[config.mk]
export PLATFORM = sky130hd
export DESIGN_NAME = serial_adder
export DESIGN_NICKNAME = d
export VERILOG_FILES = /design/src/rtl/serial_adder.sv
export SDC_FILE = /design/constraint.sdc
export NUM_CORES = 1
export LEC_CHECK = 0
export CORE_ASPECT_RATIO = 1.75
export CORE_MARGIN = 2
export CORE_UTILIZATION = 54
export CTS_CLUSTER_SIZE = 16
export DETAILED_ROUTE_END_ITERATION = 6
export PLACE_DENSITY = 0.83
export SYNTH_ARGS = -nofsm -noshare
export SYNTH_HDL_FRONTEND = slang
export SYNTH_SLANG_ARGS = --single-unit
[constraint.sdc]
create_clock -name clk -period 4.1 [get_ports clk]
set_clock_uncertainty 0.15 [all_clocks]
set_input_delay 0.82 -clock clk [delete_from_list [all_inputs] [get_ports clk]]
set_output_delay 0.82 -clock clk [all_outputs]
set_load 0.02 [all_outputs]
[src/rtl/serial_adder.sv]
// Bit-serial, LSB-first ripple adder built from one full-adder cell and a carry flip-flop.
// Each add takes WIDTH RUN cycles plus one DONE cycle. Results are held until the next completion.
module serial_adder #(
  parameter int WIDTH = 8
) (
  input  logic             clk,
  input  logic             rst,
  input  logic             start,
  input  logic [WIDTH-1:0] A,
  input  logic [WIDTH-1:0] B,
  input  logic             Cin,
  output logic             busy,
  output logic             done,
  output logic [WIDTH-1:0] S,
  output logic             Cout,
  output logic             OV
);
  // state | meaning
  // IDLE  | waiting for start
  // RUN   | one sum bit per edge, exactly WIDTH edges
  // DONE  | result registers just updated, done pulse, may reload
  localparam int CW = $clog2(WIDTH);

  typedef enum logic [1:0] {IDLE, RUN, DONE} state_t;

  state_t           state, state_nxt;
  logic [WIDTH-1:0] a_sr, b_sr, s_sr;
  logic [CW-1:0]    count;
  logic             carry;
  logic             sum_bit, carry_nxt, last_bit, load;

  assign sum_bit   = a_sr[0] ^ b_sr[0] ^ carry;
  assign carry_nxt = (a_sr[0] & b_sr[0]) | (a_sr[0] & carry) | (b_sr[0] & carry);
  assign last_bit  = (count == CW'(WIDTH - 1));

  always_ff @(posedge clk) begin
    if (rst) state <= IDLE;
    else     state <= state_nxt;
  end

  // busy/done decode from the state register only, so no input reaches an output combinationally
  always_comb begin
    state_nxt = state;
    busy      = 1'b0;
    done      = 1'b0;
    load      = 1'b0;
    case (state)
      IDLE: begin
        if (start) begin
          load      = 1'b1;
          state_nxt = RUN;
        end
      end
      RUN: begin
        busy = 1'b1;
        if (last_bit) state_nxt = DONE;
      end
      DONE: begin
        done = 1'b1;
        if (start) begin
          load      = 1'b1;
          state_nxt = RUN;
        end else begin
          state_nxt = IDLE;
        end
      end
      default: state_nxt = IDLE;
    endcase
  end

  always_ff @(posedge clk) begin
    if (rst) begin
      a_sr  <= '0;
      b_sr  <= '0;
      s_sr  <= '0;
      count <= '0;
      carry <= 1'b0;
      S     <= '0;
      Cout  <= 1'b0;
      OV    <= 1'b0;
    end else if (load) begin
      a_sr  <= A;
      b_sr  <= B;
      carry <= Cin;
      count <= '0;
    end else if (state == RUN) begin
      a_sr  <= a_sr >> 1;
      b_sr  <= b_sr >> 1;
      s_sr  <= {sum_bit, s_sr[WIDTH-1:1]};
      carry <= carry_nxt;
      count <= count + 1'b1;
      if (last_bit) begin
        S    <= {sum_bit, s_sr[WIDTH-1:1]};
        Cout <= carry_nxt;
        // carry into the MSB xor carry out of the MSB
        OV   <= carry ^ carry_nxt;
      end
    end
  end

endmodule

==> results of run 1 <==
[how the worst max path moves through the flow]
stage | start | to | slack (ps)
2_1_floorplan | state[1]$_SDFFE_PP0P_ | busy | 2330
3_3_place_gp | state[1]$_SDFFE_PP0P_ | busy | 1600
3_5_place_dp | start | b_sr[2]$_SDFFE_PP0P_ | 1500
4_1_cts | state[1]$_SDFFE_PP0P_ | busy | 1220
5_1_grt | state[1]$_SDFFE_PP0P_ | busy | 1170
6_report | state[1]$_SDFFE_PP0P_ | busy | 1230
[where the power goes]
group          switching, mW  total (mW)  internal (mW)
Sequential            0.0110       0.408          0.396
Clock                  0.130       0.262          0.132
Combinational         0.0470      0.0885         0.0415
Total                  0.188       0.758          0.570
[tightest hold or removal path, stage by stage, from the launching register on]
cell and delay, ps:
dfxtp_1 310, nand2_1 50, a21oi_1 50
[synth_stat cells]
library cell  number  area, sq um
o21a_1             1         7.51
nor2_1            12         45.0
a22oi_1            2         15.0
ha_1               2         25.0
nor3_1            12         60.1
buf_6              2         22.5
o22ai_1            4         25.0
a311oi_1           7         61.3
nand2_1           51          191
nand3_1            3         15.0
a211oi_1           1         7.51
and3b_1            1         8.76
clkinv_4           1         8.76
a21oi_1           19         95.1
buf_2              5         25.0
nand2b_1           2         12.5
dfxtp_1           39          781
clkbuf_1           3         11.3
xnor2_1            2         17.5
a311oi_2           2         30.0
nor2b_1            1         6.26
mux2i_1            3         30.0
buf_4              3         22.5
and2b_1            1         7.51
nand3b_1           1         7.51
fa_1               1         20.0
buf_8              1         15.0
[registers in the layout (all words and copies together) (netlist names)]
signal	flops
S	8
count	3
Cout	1
s_sr	7
a_sr	8
OV	1
b_sr	8
state	2
carry	1
[layout make-up]
| type | count | area, sq um | area share |
|---|---|---|---|
| Clock buffer | 6 | 82.6 | 0.0429 |
| Multi-Input combinational cell | 128 | 688 | 0.358 |
| Timing Repair Buffer | 33 | 325 | 0.169 |
| Sequential cell | 39 | 781 | 0.406 |
| Tap cell | 27 | 33.8 | 0.0176 |
| Inverter | 1 | 8.76 | 0.00455 |
| Clock inverter | 1 | 5.00 | 0.00260 |
[metal layers]
metal / track usage / vias to the layer above
li1: - / 668
met5: 0 / -
met1: 0.240 / 620
met2: 0.396 / 34
met4: 0.121 / 0
met3: 0.0664 / 7
[cells by family after synthesis]
kind of cell,synth area share
compound gates,0.153
xor+xnor,0.0111
fa+ha+maj,0.0286
buf+inv,0.0668
flops,0.496
mux,0.0191
simple gates,0.225
==> results.md, run 1 <==
- Relative slew slack: 0.378
- Worst Reg2Reg Path Length in Cells: 3
- Post-route ant nets: 0
- Setup total negative slack: 0 ps
- CP max stage delay: 600 ps
- H-tree levels: 2
- Post-Place Cells: 228
- Port buffer count: 31
- Overall power: 758 uW
- Syn Std Cell Area: 1570 sq um
- Worst Setup End Kind: primary output
- Synth Register Bits: 39
- Postcts setup bufs: 0
- Worst path depth: 4
- Post-Synthesis Cells: 182
- Most frequent cells in the layout: nand2_1 (51), dfxtp_1 (39), clkdlybuf4s50_1 (31), a21oi_1 (19)
- Placed Area: 1840 sq um
- Mean area per synthesized cell: 8.65 sq um
- Critical path buffers and inverters: 3
- # hold bufs at CTS: 0
- Chip Width: 44.8 um
- Die ar.: 3380 sq um
- Critical path's top delay family: buffers and inverters
- Place WS: 1500 ps
- Max-slew violations: 0
- Crit Path Class: flip-flop to primary output
- Finish-stage setup viols: 0
- Layout area overhead: 22.3%
- Ports: 32
- Tmin final: 2870 ps
- Detail Route met3 WL: 138 um
- Worst Hold Margin: 302 ps
- Period Utilization, post-route: 0.699
- CTS tree: done
- FF-to-FF setup slack: 2270 ps
- Hold Crit Start: S[2]$_SDFFE_PP0P_
- Core Area: 2750 sq um
- RR Startpoint: state[0]$_SDFFE_PP0P_
- Final Non-Filler Cells: 235
- Synthesized Nets: 205
- Hold Vio Cnt, Final: 0
- Share of post-route cells with drive strength above 1: 0.0577
- Pwr/cell area: 394 nW/um^2
- Fin area: 1920 sq um
- DR top layer: met4
- Initial core utilization: 0.572
- Worst Setup Slack, final: 1230 ps
- Max-cap violations: 0
- Maximum clock frequency: 349 MHz
- DR vias/cell: 5.66
- Wl on met1: 1280 um
- 1st-pass router iterations: 4
- Drt total wl: 3180 um
- Inserted Clock Buffers: 5
- WP data required: 3130 ps
- Routed len/inst: 13.5 um
- Hold endpoint: S[2]$_SDFFE_PP0P_
- Post-CTS resize count: 0
- Slew @ Worst Pin: 933 ps
- Layout Utilization: 0.699
- Max FO, Critical Path: 27
- Clock tree buffer depth: 2
- Hold WC Path Type: flip-flop to flip-flop
- CP Cell Sequence: nand2b_1 > buf_4 > clkinv_4 > clkdlybuf4s50_1
- RSZ-0062 raised after global routing: false
- FF-to-FF End: b_sr[2]$_SDFFE_PP0P_
- Crit path DAT: 1900 ps
- Warnings from Yosys: 0
- Worst-path clk slew: 70 ps
- Clk sink count: 39
- Pin count of the biggest net entering global routing: 40
- Commonest non-fill, non-tap cell in the layout: nand2_1
- DR iter-0 viols: 36
- N_diodes: 0
- Chip height: 75.4 um
- Final Wtd Congestion: 0.789
- Netlist cell types: 27
- WL met2: 1680 um
- Sequential area share after synthesis: 0.496
- Clock root buffer: clkbuf_8
- Remaining Overflow, GRT: 0
- Nature of the critical path startpoint: flip-flop
- Residual DRC: 0
- VDD IR-drop max: 235 uV
- GRT Util Overall: 0.227
- Critical path's slowest cell: clkdlybuf4s50_1
- First-pass GRT wire length: 5560 um
- Hold Path Cell Cnt: 2
- Fill cell count: 227
- Leak Pwr: 0.678 nW
- Vias after detailed routing: 1329
- Final HPWL from detailed placement: 2180 um
- Final net count: 231
- Clock Latency Late Sink: 300 ps
- Antenna violations before repair: 0
- Vias in the first global route: 1297
- Status: completed
- Rows: 25
(Power assumes the default switching activity.)
==> run 2: changes to the inputs <==
--- a/config.mk
+++ b/config.mk
@@ -7,10 +7,10 @@
 export LEC_CHECK = 0
 export CORE_ASPECT_RATIO = 1.75
 export CORE_MARGIN = 2
-export CORE_UTILIZATION = 54
+export CORE_UTILIZATION = 45
 export CTS_CLUSTER_SIZE = 16
 export DETAILED_ROUTE_END_ITERATION = 6
-export PLACE_DENSITY = 0.83
+export PLACE_DENSITY = 0.74
 export SYNTH_ARGS = -nofsm -noshare
 export SYNTH_HDL_FRONTEND = slang
 export SYNTH_SLANG_ARGS = --single-unit
==> constraint.sdc (replaced) <==
create_clock -name clk -period 2.5 [get_ports clk]
set_clock_uncertainty 0.15 [all_clocks]
set_input_delay 0.5 -clock clk [delete_from_list [all_inputs] [get_ports clk]]
set_output_delay 0.5 -clock clk [all_outputs]
set_load 0.02 [all_outputs]
==> run 2 against run 1 <==
  * Setup slack worse by 1000 ps
  * Wire length up 2.5%
  * Combinational power up 67%
  * Clock power up 55%
  * Sequential share of layout area down 0.70 points
  * Global-route usage down 5.2 points
  * Critical path depth down 1
  * Sequential power up 64%
  * Via count up 1.9%
  * Critical path type unchanged
==> results.md, run 2 (synthesized netlist as in run 1, its figures left out) <==
- Status: completed
- GRT Util Overall: 0.175
- FF-to-FF setup slack: 830 ps
- DR iter-0 viols: 22
- Top Registers: S: 8 flops, a_sr: 8 flops, b_sr: 8 flops
- Inserted Clock Buffers: 5
- Met2 usage: 0.348
- Clock root buffer: clkbuf_8
- Max-cap violations: 0
- Post-route ant nets: 0
- Chip Width: 48.7 um
- Setup total negative slack: 0 ps
- Crit path DAT: 1660 ps
- Die ar.: 4010 sq um
- VDD IR-drop max: 413 uV
- Critical path's slowest cell: clkdlybuf4s50_1
- Hold Crit Start: s_sr[1]$_SDFFE_PP0P_
- Most frequent cells in the layout: nand2_1 (51), dfxtp_1 (39), clkdlybuf4s50_1 (31), a21oi_1 (19)
- Routed len/inst: 12.7 um
- Residual DRC: 0
- Hold Vio Cnt, Final: 0
- Final HPWL from detailed placement: 2310 um
- Pin count of the biggest net entering global routing: 40
- Post-CTS resize count: 0
- Fill cell count: 321
- 1st-pass router iterations: 4
- Vias in the first global route: 1255
- Core Area: 3360 sq um
- N_diodes: 0
- Period Utilization, post-route: 0.923
- CTS tree: done
- Worst-path clk slew: 70 ps
- Crit Path Class: flip-flop to primary output
- Rows: 28
- # hold bufs at CTS: 0
- Share of post-route cells with drive strength above 1: 0.0711
- Worst Reg2Reg Path Length in Cells: 5
- Clock tree buffer depth: 2
- Remaining Overflow, GRT: 0
- Max-slew violations: 0
- Maximum clock frequency: 433 MHz
- Final net count: 233
- Hold WC Path Type: flip-flop to flip-flop
- DR vias/cell: 5.29
- Commonest non-fill, non-tap cell in the layout: nand2_1
- FF-to-FF End: OV$_SDFFE_PP0P_
- Clk sink count: 39
- Initial core utilization: 0.468
- Relative slew slack: 0.716
- Antenna violations before repair: 0
- Ports: 32
- Hold Path Cell Cnt: 2
- RSZ-0062 raised after global routing: false
- GR Util met1: 0.164
- RR Startpoint: count[0]$_SDFFE_PP0P_
- CP max stage delay: 640 ps
- Port buffer count: 31
- GRT busiest layer: met2
- H-tree levels: 2
- First-pass GRT wire length: 5350 um
- Max FO, Critical Path: 27
- Drt total wl: 3260 um
- Hold endpoint: S[0]$_SDFFE_PP0P_
- Vias after detailed routing: 1354
- WP data required: 1850 ps
- Final Wtd Congestion: 0.739
- Met3 usage: 0.0288
- Nature of the critical path startpoint: flip-flop
- Overall power: 1.22 mW
- Clock Latency Late Sink: 290 ps
- Chip height: 82.2 um
- Tmin final: 2310 ps
- Pwr/cell area: 624 nW/um^2
- CP Cell Sequence: nand2b_1 > clkinv_4 > clkdlybuf4s50_1
- Layout area overhead: 24.4%
- Worst Setup End Kind: primary output
- Postcts setup bufs: 0
- Critical Path Source: state[0]$_SDFFE_PP0P_
- Finish-stage setup viols: 0
- Leak Pwr: 0.688 nW
- Slew @ Worst Pin: 425 ps
## run 2: cell types whose count changed in the layout (fill, tap and decap cells not counted)
cell	change
clkbuf_8	-1
buf_4	+2
clkinv_2	+2
## run 2: final cells by class
type / count / area [sq um] / share of cell area
flip-flops and latches: 39 / 781 / 0.399
multi-input cells: 128 / 688 / 0.351
clock buffers: 5 / 68.8 / 0.0351
well taps: 45 / 56.3 / 0.0288
repair buffers: 35 / 340 / 0.174
inverters: 1 / 8.76 / 0.00447
clock inverters: 3 / 15.0 / 0.00767
## run 2: critical path, delay by kind of cell (launching register included)
kind                   cells  cell delay (ps)
buffers and inverters      2              840
flip-flops                 1              400
AND/OR/NAND/NOR            1              140
## run 2: routing by layer
metal | vias up | share of wire
li1 | 674 | -
met1 | 639 | 0.39
met2 | 34 | 0.55
met3 | 7 | 0.037
met4 | 0 | 0.024
met5 | - | 0
## run 2: worst max path at each step
| stage | to | slack (ps) | cells after the start |
|---|---|---|---|
| after floorplan | busy | 1050 | 4 |
| after global placement | a_sr[4]$_SDFFE_PP0P_ | 460 | 5 |
| after detailed placement | a_sr[4]$_SDFFE_PP0P_ | 400 | 5 |
| after CTS | busy | 190 | 3 |
| after global routing | busy | 100 | 3 |
| final | busy | 190 | 3 |
## run 2: through the flow
| stage | setup WS (ps) | instances | hold slack, ps | cell area, sq um | utilization |
|---|---|---|---|---|---|
| global placement | 457 | 248 | 290 | 1870 | 0.557 |
| global route | 105 | 256 | 332 | 1960 | 0.582 |
| finish | 192 | 256 | 307 | 1960 | 0.582 |
| CTS | 191 | 256 | 310 | 1960 | 0.582 |
| floorplan | 1050 | 182 | 282 | 1570 | - |
| detailed placement | 398 | 248 | 300 | 1870 | 0.557 |
## run 2: power breakdown
group	switching, mW	leakage, nW	total [mW]	internal (mW)
Clock	0.215	0.0477	0.406	0.191
Combinational	0.0777	0.322	0.148	0.0706
Sequential	0.0179	0.318	0.668	0.650
Total	0.311	0.688	1.22	0.911
